==> src/rtl/audio_adc_rx_pkg.sv <==
// Shared constants and types for the codec ADC receive path.
// Sample width and FIFO depth defaults, LRCK channel polarity, FSM states.
package audio_adc_rx_pkg;

  localparam int SAMPLE_BITS_DEF = 16;
  localparam int FIFO_DEPTH_DEF  = 4;

  // ADCLRCK level that selects each channel
  localparam logic LRCK_LEFT  = 1'b0;
  localparam logic LRCK_RIGHT = 1'b1;

  typedef enum logic [1:0] {
    ST_ALIGN,
    ST_LEFT,
    ST_RIGHT
  } rx_state_t;

endpackage

==> src/rtl/audio_adc_rx_if.sv <==
// Stereo frame stream plus FIFO status between the ADC receiver and its consumer.
// master = receiver (drives frames and status), slave = consumer (drives ready and clear).
interface audio_adc_rx_if
  import audio_adc_rx_pkg::*;
#(
  parameter int SAMPLE_BITS = SAMPLE_BITS_DEF,
  parameter int FIFO_DEPTH  = FIFO_DEPTH_DEF
) ();

  logic [2*SAMPLE_BITS-1:0]     sample_data;
  logic                         sample_valid;
  logic                         sample_ready;
  logic [$clog2(FIFO_DEPTH):0]  fifo_level;
  logic                         overflow;
  logic                         overflow_clr;

  modport master (
    output sample_data, sample_valid, fifo_level, overflow,
    input  sample_ready, overflow_clr
  );

  modport slave (
    input  sample_data, sample_valid, fifo_level, overflow,
    output sample_ready, overflow_clr
  );

endinterface

==> src/rtl/audio_adc_rx_fifo.sv <==
// sync_fifo: small single-clock FIFO with a registered head word.
// Latency: a pushed word appears on head_dat/valid the cycle after the push (no fall-through).
// Backpressure: push when full succeeds only alongside a pop; otherwise dropped is pulsed.
module sync_fifo #(
  parameter int WIDTH = 32,
  parameter int DEPTH = 4
) (
  input  logic                     clk,
  input  logic                     reset,
  input  logic                     push,
  input  logic [WIDTH-1:0]         push_dat,
  input  logic                     pop,
  output logic [WIDTH-1:0]         head_dat,
  output logic                     valid,
  output logic                     dropped,
  output logic [$clog2(DEPTH):0]   level
);

  localparam int AW = $clog2(DEPTH);
  localparam int LW = AW + 1;

  logic [WIDTH-1:0] mem [DEPTH];
  logic [AW-1:0]    wr_ptr;
  logic [AW-1:0]    rd_ptr;
  logic [AW-1:0]    rd_next;
  logic [LW-1:0]    level_q;
  logic [LW-1:0]    level_next;
  logic             full;
  logic             do_push;
  logic             do_pop;

  assign valid   = (level_q != '0);
  assign full    = (level_q == LW'(DEPTH));
  assign do_pop  = pop && valid;
  assign do_push = push && (!full || do_pop);
  assign dropped = push && !do_push;
  assign level   = level_q;

  // Next read pointer and occupancy; simultaneous push and pop leave the level unchanged
  always_comb begin
    rd_next    = rd_ptr;
    level_next = level_q;
    if (do_pop) begin
      rd_next = rd_ptr + AW'(1);
    end
    if (do_push && !do_pop) begin
      level_next = level_q + LW'(1);
    end else if (!do_push && do_pop) begin
      level_next = level_q - LW'(1);
    end
  end

  // Storage array, written only on an accepted push
  always_ff @(posedge clk) begin
    if (do_push) begin
      mem[wr_ptr] <= push_dat;
    end
  end

  // Pointers, level and registered head; a word written into the next head slot is forwarded
  always_ff @(posedge clk) begin
    if (reset) begin
      wr_ptr   <= '0;
      rd_ptr   <= '0;
      level_q  <= '0;
      head_dat <= '0;
    end else begin
      if (do_push) begin
        wr_ptr <= wr_ptr + AW'(1);
      end
      rd_ptr  <= rd_next;
      level_q <= level_next;
      if (level_next == '0) begin
        head_dat <= '0;
      end else if (do_push && (wr_ptr == rd_next)) begin
        head_dat <= push_dat;
      end else begin
        head_dat <= mem[rd_next];
      end
    end
  end

endmodule

==> src/rtl/audio_adc_rx.sv <==
// audio_adc_rx: deserializes WM8731 I2S ADC data into {left,right} frames on a valid/ready stream.
// Latency: pin ADCLRCK fall -> sample_valid 4 clk (2 sync flops, history flop, registered push).
// Backpressure: FIFO_DEPTH frames buffered; a frame completing into a full FIFO is dropped, sticky overflow.
module audio_adc_rx
  import audio_adc_rx_pkg::*;
#(
  parameter int SAMPLE_BITS = SAMPLE_BITS_DEF,
  parameter int FIFO_DEPTH  = FIFO_DEPTH_DEF
) (
  input  logic            clk,
  input  logic            reset,
  input  logic            enable,
  input  logic            aud_bclk,
  input  logic            aud_adclrck,
  input  logic            aud_adcdat,
  audio_adc_rx_if.master  rx
);

  localparam int CNT_W = $clog2(SAMPLE_BITS + 2);
  localparam int IDX_W = $clog2(SAMPLE_BITS);
  localparam logic [CNT_W-1:0] CNT_SB  = CNT_W'(SAMPLE_BITS);
  localparam logic [CNT_W-1:0] CNT_MAX = CNT_W'(SAMPLE_BITS + 1);

  // [0],[1] synchronizer, [2] history
  logic [2:0] bclk_sync;
  logic [2:0] lrck_sync;
  logic [2:0] dat_sync;

  logic bclk_rise;
  logic lrck_rise;
  logic lrck_fall;
  logic dat_bit;

  rx_state_t                  state;
  logic [CNT_W-1:0]           bit_cnt;
  logic [IDX_W-1:0]           bit_idx;
  logic                       bit_take;
  logic [SAMPLE_BITS-1:0]     left_sr;
  logic [SAMPLE_BITS-1:0]     right_sr;
  logic [SAMPLE_BITS-1:0]     left_hold;
  logic                       push_vld;
  logic [2*SAMPLE_BITS-1:0]   push_dat;
  logic                       fifo_drop;

  // Bring the async codec pins into the clk domain and keep one cycle of history
  always_ff @(posedge clk) begin
    if (reset) begin
      bclk_sync <= '0;
      lrck_sync <= '0;
      dat_sync  <= '0;
    end else begin
      bclk_sync <= {bclk_sync[1:0], aud_bclk};
      lrck_sync <= {lrck_sync[1:0], aud_adclrck};
      dat_sync  <= {dat_sync[1:0], aud_adcdat};
    end
  end

  assign bclk_rise = bclk_sync[1] && !bclk_sync[2];
  assign lrck_fall = (lrck_sync[1] == LRCK_LEFT)  && (lrck_sync[2] == LRCK_RIGHT);
  assign lrck_rise = (lrck_sync[1] == LRCK_RIGHT) && (lrck_sync[2] == LRCK_LEFT);
  // Data goes through the same depth as BCLK, so this is the level seen at the BCLK rise
  assign dat_bit   = dat_sync[2];

  // Slot 0 after an LRCK edge is the I2S delay slot; slots 1..SB fill the word MSB first
  assign bit_take = (bit_cnt != '0) && (bit_cnt <= CNT_SB);
  assign bit_idx  = IDX_W'(CNT_SB - bit_cnt);

  // Frame alignment, per-channel bit capture and registered frame push
  always_ff @(posedge clk) begin
    if (reset) begin
      state     <= ST_ALIGN;
      bit_cnt   <= '0;
      left_sr   <= '0;
      right_sr  <= '0;
      left_hold <= '0;
      push_vld  <= 1'b0;
      push_dat  <= '0;
    end else begin
      push_vld <= 1'b0;
      if (!enable) begin
        state    <= ST_ALIGN;
        bit_cnt  <= '0;
        left_sr  <= '0;
        right_sr <= '0;
      end else begin
        case (state)
          ST_ALIGN: begin
            if (lrck_fall) begin
              state   <= ST_LEFT;
              bit_cnt <= '0;
              left_sr <= '0;
            end
          end
          ST_LEFT: begin
            if (lrck_rise) begin
              state     <= ST_RIGHT;
              left_hold <= left_sr;
              bit_cnt   <= '0;
              right_sr  <= '0;
            end else if (bclk_rise) begin
              if (bit_take) left_sr[bit_idx] <= dat_bit;
              if (bit_cnt != CNT_MAX) bit_cnt <= bit_cnt + CNT_W'(1);
            end
          end
          ST_RIGHT: begin
            if (lrck_fall) begin
              state    <= ST_LEFT;
              push_vld <= 1'b1;
              push_dat <= {left_hold, right_sr};
              bit_cnt  <= '0;
              left_sr  <= '0;
            end else if (bclk_rise) begin
              if (bit_take) right_sr[bit_idx] <= dat_bit;
              if (bit_cnt != CNT_MAX) bit_cnt <= bit_cnt + CNT_W'(1);
            end
          end
          default: state <= ST_ALIGN;
        endcase
      end
    end
  end

  sync_fifo #(
    .WIDTH (2*SAMPLE_BITS),
    .DEPTH (FIFO_DEPTH)
  ) u_fifo (
    .clk      (clk),
    .reset    (reset),
    .push     (push_vld),
    .push_dat (push_dat),
    .pop      (rx.sample_ready),
    .head_dat (rx.sample_data),
    .valid    (rx.sample_valid),
    .dropped  (fifo_drop),
    .level    (rx.fifo_level)
  );

  // Sticky drop flag; a new drop takes priority over a clear in the same cycle
  always_ff @(posedge clk) begin
    if (reset) begin
      rx.overflow <= 1'b0;
    end else if (fifo_drop) begin
      rx.overflow <= 1'b1;
    end else if (rx.overflow_clr) begin
      rx.overflow <= 1'b0;
    end
  end

endmodule
==> src/flat_wrapper.sv <==
// flat-port wrapper written by rule: the top's interface ports become plain ports
module audio_adc_rx_flat import audio_adc_rx_pkg::*;
#(
  parameter int SAMPLE_BITS = SAMPLE_BITS_DEF,
  parameter int FIFO_DEPTH  = FIFO_DEPTH_DEF
)
  (clk, reset, enable, aud_bclk, aud_adclrck, aud_adcdat, rx_sample_data, rx_sample_valid, rx_fifo_level, rx_overflow, rx_sample_ready, rx_overflow_clr);
  audio_adc_rx_if #(.SAMPLE_BITS(SAMPLE_BITS), .FIFO_DEPTH(FIFO_DEPTH)) rx_i ();
  input  logic clk;
  input  logic reset;
  input  logic enable;
  input  logic aud_bclk;
  input  logic aud_adclrck;
  input  logic aud_adcdat;
  output wire logic [$bits(rx_i.sample_data)-1:0] rx_sample_data;
  output wire logic [$bits(rx_i.sample_valid)-1:0] rx_sample_valid;
  output wire logic [$bits(rx_i.fifo_level)-1:0] rx_fifo_level;
  output wire logic [$bits(rx_i.overflow)-1:0] rx_overflow;
  input wire logic [$bits(rx_i.sample_ready)-1:0] rx_sample_ready;
  input wire logic [$bits(rx_i.overflow_clr)-1:0] rx_overflow_clr;
  assign rx_sample_data = rx_i.sample_data;
  assign rx_sample_valid = rx_i.sample_valid;
  assign rx_fifo_level = rx_i.fifo_level;
  assign rx_overflow = rx_i.overflow;
  assign rx_i.sample_ready = rx_sample_ready;
  assign rx_i.overflow_clr = rx_overflow_clr;
  audio_adc_rx #(.SAMPLE_BITS(SAMPLE_BITS), .FIFO_DEPTH(FIFO_DEPTH)) u_core (.clk(clk), .reset(reset), .enable(enable), .aud_bclk(aud_bclk), .aud_adclrck(aud_adclrck), .aud_adcdat(aud_adcdat), .rx(rx_i));
endmodule
==> config.mk <==
export PLATFORM = sky130hd
export DESIGN_NAME = audio_adc_rx_flat
export DESIGN_NICKNAME = d
export VERILOG_FILES = /design/src/rtl/audio_adc_rx_pkg.sv /design/src/rtl/audio_adc_rx_if.sv /design/src/rtl/audio_adc_rx_fifo.sv /design/src/rtl/audio_adc_rx.sv /design/src/flat_wrapper.sv
export SDC_FILE = /design/constraint.sdc
export NUM_CORES = 1
export LEC_CHECK = 0
export CORE_ASPECT_RATIO = 0.9
export CORE_MARGIN = 5
export CORE_UTILIZATION = 66
export CTS_BUF_LIST = sky130_fd_sc_hd__clkbuf_2 sky130_fd_sc_hd__clkbuf_4 sky130_fd_sc_hd__clkbuf_8
export DETAILED_ROUTE_END_ITERATION = 12
export DONT_BUFFER_PORTS = 1
export HOLD_SLACK_MARGIN = 0.15
export PLACE_DENSITY = 0.89
export SETUP_SLACK_MARGIN = 0.3
export SYNTH_ARGS = -nofsm -noshare
export SYNTH_HDL_FRONTEND = slang
export SYNTH_SLANG_ARGS = --single-unit
==> constraint.sdc <==
create_clock -name clk -period 3.7 [get_ports clk]
set_input_delay 1.11 -clock clk [delete_from_list [all_inputs] [get_ports clk]]
set_output_delay 1.11 -clock clk [all_outputs]
set_load 0.01 [all_outputs]
==> results.cfg, run 1 <==
[grt]
antenna_found_initial = 0
grt_start_max_net_pins = 70
grtUsageTotal_pct = 26.7
grt_pass1_vias = 7717
grt_pass1_wl_um = 42200
gr-total-overflow = 0

[route]
num_vias = 7879
drcViolationCount = 0
wl_per_cell_um = 22.0
drtIter0Drc = 1000
viasPerCell = 6.58
drtAntennaViolNets = 0
wirelength_um = 26300
drt_pass1_iterations = 6

[timing]
worstMarginPinSlew_ns = 0.857
maxClockFrequency_mhz = 325
slew_headroom_pct = 41.3
finalSetupViolCount = 0
rsz0062_at_grt = false
worst_slack_ns = 0.620
min_period_over_period_pct = 83.2
skew_ns = 0.0357
setup_tns_ns = 0
slew_violations = 0
hold_viol = 0
finalWorstPathRequiredPeriod_ns = 3.08

[logic_synthesis]
yosysWarnings = 0
synth_cell_types = 58
synth_edf_count = 128
synthCells = 936
synth-seq-cells = 265
syn-num-nets = 961
synthArstFlopShare_pct = 0
synthFlopType = dfxtp_1
netlist_area_um2 = 11500
ys_seq_area_share_pct = 57.1
syn_area_per_cell_um2 = 12.3

[place]
gp_congestion = 0.895
portBuffers = 0
pre_cts_ws_ns = 0.651
hpwlAfterDp_um = 15300

[worst_setup_path]
endpoint_kind = register
crit_path_max_fanout = 17
cp-start-kind = register
arrival_ns = 3.49
crit_type = register to register
required_ns = 4.11

[outcome]
outcome = completed

[cts]
cts_tree = done
clk_pin_slew_ns = 0.05
post_cts_buffers = 0
htreeDepth = 2
cts_sinks = 265
root_buffer = clkbuf_8
numCtsBuffers = 42
hold_buffers = 0
clk_path_buf_depth = 3
cts_resized = 0
clock_latency_ns = 0.54

[finish]
layout-drive-gt1-share_pct = 18.9
areaGrowthSynthToFinish_pct = 9.85
num-fill-cells = 987
layout_common_cells = nand2_1 (190), dfxtp_1 (135), edfxtp_1 (128), a21oi_1 (72), mux4_2 (64)
layout_commonest_cell = nand2_1
layout.nets = 954
num_antenna_cells = 0

[power]
cellPowerDensity_nw_per_um2 = 553
vdd_drop_max_mv = 0.315
p_leak_nw = 4.43

[floorplan]
fp.dieW_um = 149
coreArea_um2 = 17000
ios = 45
start_util_pct = 67.9
die_h_um = 135
dieArea_um2 = 20200
row_count = 45

[run]
cap_violations = 0

[worst_hold_path]
worstHoldPathType = register to register
-- metrics by stage --
stage / area (um^2) / util [%] / std cells / total power [mW] / hold slack [ns]
3_3_place_gp: 11700 / 69.0 / 1120 / 4.33 / 0.431
5_1_grt: 12700 / 74.6 / 1197 / 7.28 / 0.456
2_1_floorplan: 11500 / - / 936 / 4.12 / 0.414
4_1_cts: 12700 / 74.6 / 1197 / 7.05 / 0.444
3_5_place_dp: 11700 / 69.0 / 1120 / 4.37 / 0.436
6_report: 12700 / 74.6 / 1197 / 7.01 / 0.445
-- report_power, final --
part	internal (mW)	total, mW	switching (mW)
logic	0.394	0.897	0.503
clock network	1.60	2.71	1.11
registers	3.20	3.40	0.202
-- sequential cells by signal, indices dropped and copies added, names as in the netlist --
signal / cells
u_core.dat_sync: 3
u_core.u_fifo.head_dat: 32
u_core.bit_cnt: 5
u_core.left_sr: 16
u_core.bclk_sync: 3
u_core.u_fifo.wr_ptr: 2
u_core.right_sr: 16
u_core.lrck_sync: 3
u_core.push_dat: 32
u_core.left_hold: 16
u_core.state: 2
u_core.u_fifo.rd_ptr: 2
u_core.push_vld: 1
u_core.rx.overflow: 1
u_core.u_fifo.mem: 128
u_core.u_fifo.level: 3
-- cell families (layout without fill, tap and decap cells) --
group | count (synthesis) | count (layout) | synth area share, %
flops | 265 | 265 | 57.1
buf+inv | 85 | 111 | 3.18
xor+xnor | 6 | 6 | 0.520
fa+ha+maj | 17 | 17 | 1.84
compound gates | 170 | 170 | 10.7
simple gates | 290 | 290 | 10.8
mux | 103 | 103 | 15.9
-- critical path, cell delays in order, from the launching register on --
cell and delay [ns]:
dfxtp_1 0.39, inv_1 0.14, ha_1 0.31, nor3b_1 0.34, xnor2_2 0.17, nand3_1 0.09, a221o_1 0.54, or2_1 0.59
o32ai_1 0.40
-- layout make-up --
type	count	area, um^2	share of cell area (%)
Clock buffer	68	848	6.69
Timing Repair Buffer	20	188	1.48
Clock inverter	9	104	0.819
Inverter	14	52.6	0.414
Sequential cell	265	6590	52.0
Tap cell	235	294	2.32
Multi-Input combinational cell	586	4600	36.3
-- final timing paths --
path,endpoint,slack [ns],from,cells after the start
max,u_core.left_sr[1]$_SDFFE_PP0P_,0.62,u_core.bit_cnt[1]$_SDFFE_PP0P_,8
min reg2reg,u_core.bclk_sync[1]$_SDFF_PP0_,0.44,u_core.bclk_sync[0]$_SDFF_PP0_,1
max reg2reg,u_core.left_sr[1]$_SDFFE_PP0P_,0.62,u_core.bit_cnt[1]$_SDFFE_PP0P_,8
min,u_core.bclk_sync[1]$_SDFF_PP0_,0.44,u_core.bclk_sync[0]$_SDFF_PP0_,1
-- synth_stat cells, types with 17 or more instances --
master    number  area (um^2)
a21oi_1       72          360
a31oi_1       19          119
clkbuf_1      46          173
dfxtp_1      137         2740
edfxtp_1     128         3840
ha_1          17          213
mux2i_1       37          370
mux4_2        64         1440
nand2_1      191          717
nand3_1       36          180
nor2_1        21         78.8
o211a_1       32          320
-- metal layers --
metal,up-vias,track usage [%],part of all wire (%)
li1,3462,-,-
met1,3798,33.8,37
met2,503,44.3,49
met3,116,5.52,8.9
met4,0,12.8,5.0
met5,-,0,0
(Power assumes the default switching activity.)
==> inputs of run 2 (changes only) <==
==> constraint.sdc (replaced) <==
create_clock -name clk -period 3.2 [get_ports clk]
set_input_delay 0.96 -clock clk [delete_from_list [all_inputs] [get_ports clk]]
set_output_delay 0.96 -clock clk [all_outputs]
set_load 0.01 [all_outputs]
==> results.cfg, run 2 (synthesis results as in run 1) <==
[outcome]
outcome = completed

[cts]
cts_sinks = 265
root_buffer = clkbuf_8
cts_tree = done
numCtsBuffers = 42
clk_path_buf_depth = 3
clock_latency_ns = 0.54
clk_pin_slew_ns = 0.07
htreeDepth = 2

[route]
viasPerCell = 6.62
wl_per_cell_um = 21.8
wirelength_um = 26100
drt_pass1_iterations = 7
drtAntennaViolNets = 0
num_vias = 7922
drtIter0Drc = 831
drcViolationCount = 0

[floorplan]
ios = 45
fp.dieW_um = 149
start_util_pct = 67.9
row_count = 45
dieArea_um2 = 20200
die_h_um = 135
coreArea_um2 = 17000

[worst_setup_path]
ff2ff_path_depth = 10
cp-start-kind = register
arrival_ns = 3.17
required_ns = 3.63
crit_path_max_fanout = 32
endpoint_kind = register
max_stage_delay_ns = 0.56
slowest_stage = mux4_2
r2r_start = u_core.u_fifo.level[1]$_SDFF_PP0_
cp_num_buf_inv = 3
path_delay_family = multiplexers
reg2reg_slack_ns = 0.46
crit_type = register to register
r2r-end = u_core.u_fifo.head_dat[19]$_SDFF_PP0_
cp_cell_sequence = inv_1, ha_1, nor2b_4, inv_2, nand2_2, buf_12, mux4_2, mux2i_1, nand2_1, o211a_1

[timing]
worstMarginPinSlew_ns = 0.782
maxClockFrequency_mhz = 365
worst_slack_ns = 0.464
setup_tns_ns = 0
slew_violations = 0
slew_headroom_pct = 47.8
skew_ns = 0.0217
finalWorstPathRequiredPeriod_ns = 2.74
min_period_over_period_pct = 85.5
rsz0062_at_grt = false
finalSetupViolCount = 0
hold_viol = 0

[run]
cap_violations = 0

[finish]
areaGrowthSynthToFinish_pct = 9.58
layout-drive-gt1-share_pct = 19.1
largest_reg_flops = 128
num-fill-cells = 976
top_register = u_core.u_fifo.mem
layout.nets = 956
num_antenna_cells = 0
top_regs = u_core.u_fifo.mem x128, u_core.push_dat x32, u_core.u_fifo.head_dat x32
layout_common_cells = nand2_1 (190), dfxtp_1 (135), edfxtp_1 (128), a21oi_1 (71), mux4_2 (64)
layout_commonest_cell = nand2_1

[place]
gp_congestion = 0.865
hpwlAfterDp_um = 15300
pre_cts_ws_ns = 0.358
portBuffers = 0

[power]
vdd_drop_max_mv = 0.392
cellPowerDensity_nw_per_um2 = 594
p_leak_nw = 4.86

[grt]
grt_pass1_wl_um = 41600
grt_start_max_net_pins = 70
grtUsageTotal_pct = 26.1
antenna_found_initial = 0
gr-total-overflow = 0
grt_pass1_vias = 7816

[worst_hold_path]
hold_end = u_core.bclk_sync[1]$_SDFF_PP0_
min-delay-start = u_core.bclk_sync[0]$_SDFF_PP0_
min_path_cells = 1
worstHoldPathType = register to register
-- run 2: changes by cell type in the layout (fill, tap and decap cells not counted), moves of 2 or more --
| cell | change |
|---|---|
| buf_12 | +3 |
| buf_4 | -2 |
| bufinv_16 | -2 |
| clkbuf_4 | +4 |
| clkbuf_8 | -5 |
-- run 2: repair_timing --
action	in CTS	in global routing
endpoints found under the setup margin	0	39
buffers inserted	0	0
gates resized for setup	0	5
endpoints found under the hold margin	0	0
hold buffers	0	0
-- run 2: area by class of cell --
type / instances / area, um^2 / area share, %
tap: 235 / 294 / 2.32
clock inverter: 7 / 38.8 / 0.307
sequential: 265 / 6590 / 52.1
clock buffer: 67 / 810 / 6.40
multi-input combinational: 587 / 4630 / 36.6
inverter: 14 / 52.6 / 0.415
timing repair buffer: 21 / 233 / 1.84
-- run 2: through the flow --
| stage | hold WS (ns) | total power [mW] | utilization [%] | instances | cell area, um^2 |
|---|---|---|---|---|---|
| final | 0.432 | 7.51 | 74.4 | 1196 | 12600 |
| after global routing | 0.450 | 7.79 | 74.4 | 1196 | 12600 |
| after CTS | 0.435 | 7.52 | 74.2 | 1195 | 12600 |
| after detailed placement | 0.438 | 4.70 | 69.2 | 1121 | 11800 |
| after global placement | 0.427 | 4.67 | 69.2 | 1121 | 11800 |
| after floorplan | 0.414 | 4.49 | - | 936 | 11500 |
-- run 2: worst max-delay path by stage --
| stage | from | endpoint | slack, ns | cells past startpoint |
|---|---|---|---|---|
| 6_report | u_core.u_fifo.level[1]$_SDFF_PP0_ | u_core.u_fifo.head_dat[19]$_SDFF_PP0_ | 0.46 | 10 |
| 5_1_grt | u_core.u_fifo.level[1]$_SDFF_PP0_ | u_core.u_fifo.head_dat[26]$_SDFF_PP0_ | 0.30 | 9 |
| 4_1_cts | u_core.u_fifo.level[1]$_SDFF_PP0_ | u_core.u_fifo.head_dat[19]$_SDFF_PP0_ | 0.33 | 9 |
| 3_5_place_dp | u_core.u_fifo.level[1]$_SDFF_PP0_ | u_core.u_fifo.head_dat[26]$_SDFF_PP0_ | 0.36 | 9 |
| 3_3_place_gp | u_core.u_fifo.level[1]$_SDFF_PP0_ | u_core.u_fifo.head_dat[26]$_SDFF_PP0_ | 0.50 | 9 |
| 2_1_floorplan | rx_sample_ready | u_core.u_fifo.mem[1][0]$_DFFE_PP_ | 0.37 | 4 |
-- run 2: routing by layer --
| layer | GRT usage (%) | part of all wire (%) | vias to the layer above |
|---|---|---|---|
| li1 | - | - | 3462 |
| met1 | 33.3 | 37 | 3877 |
| met2 | 43.5 | 49 | 470 |
| met3 | 4.82 | 9.0 | 113 |
| met4 | 12.6 | 4.8 | 0 |
| met5 | 0 | 0 | - |
-- run 2: report_power, final --
group | total [mW] | internal, mW | leakage, nW | switching (mW)
clock network | 2.86 | 1.60 | 0.461 | 1.26
logic | 0.924 | 0.344 | 1.80 | 0.579
registers | 3.73 | 3.62 | 2.60 | 0.113
-- run 2: worst register-to-register path: stages, from the launching register on --
cell,delay (ns)
dfxtp_1,0.37
inv_1,0.15
ha_1,0.34
nor2b_4,0.28
inv_2,0.09
nand2_2,0.09
buf_12,0.26
mux4_2,0.60
mux2i_1,0.19
nand2_1,0.12
o211a_1,0.14
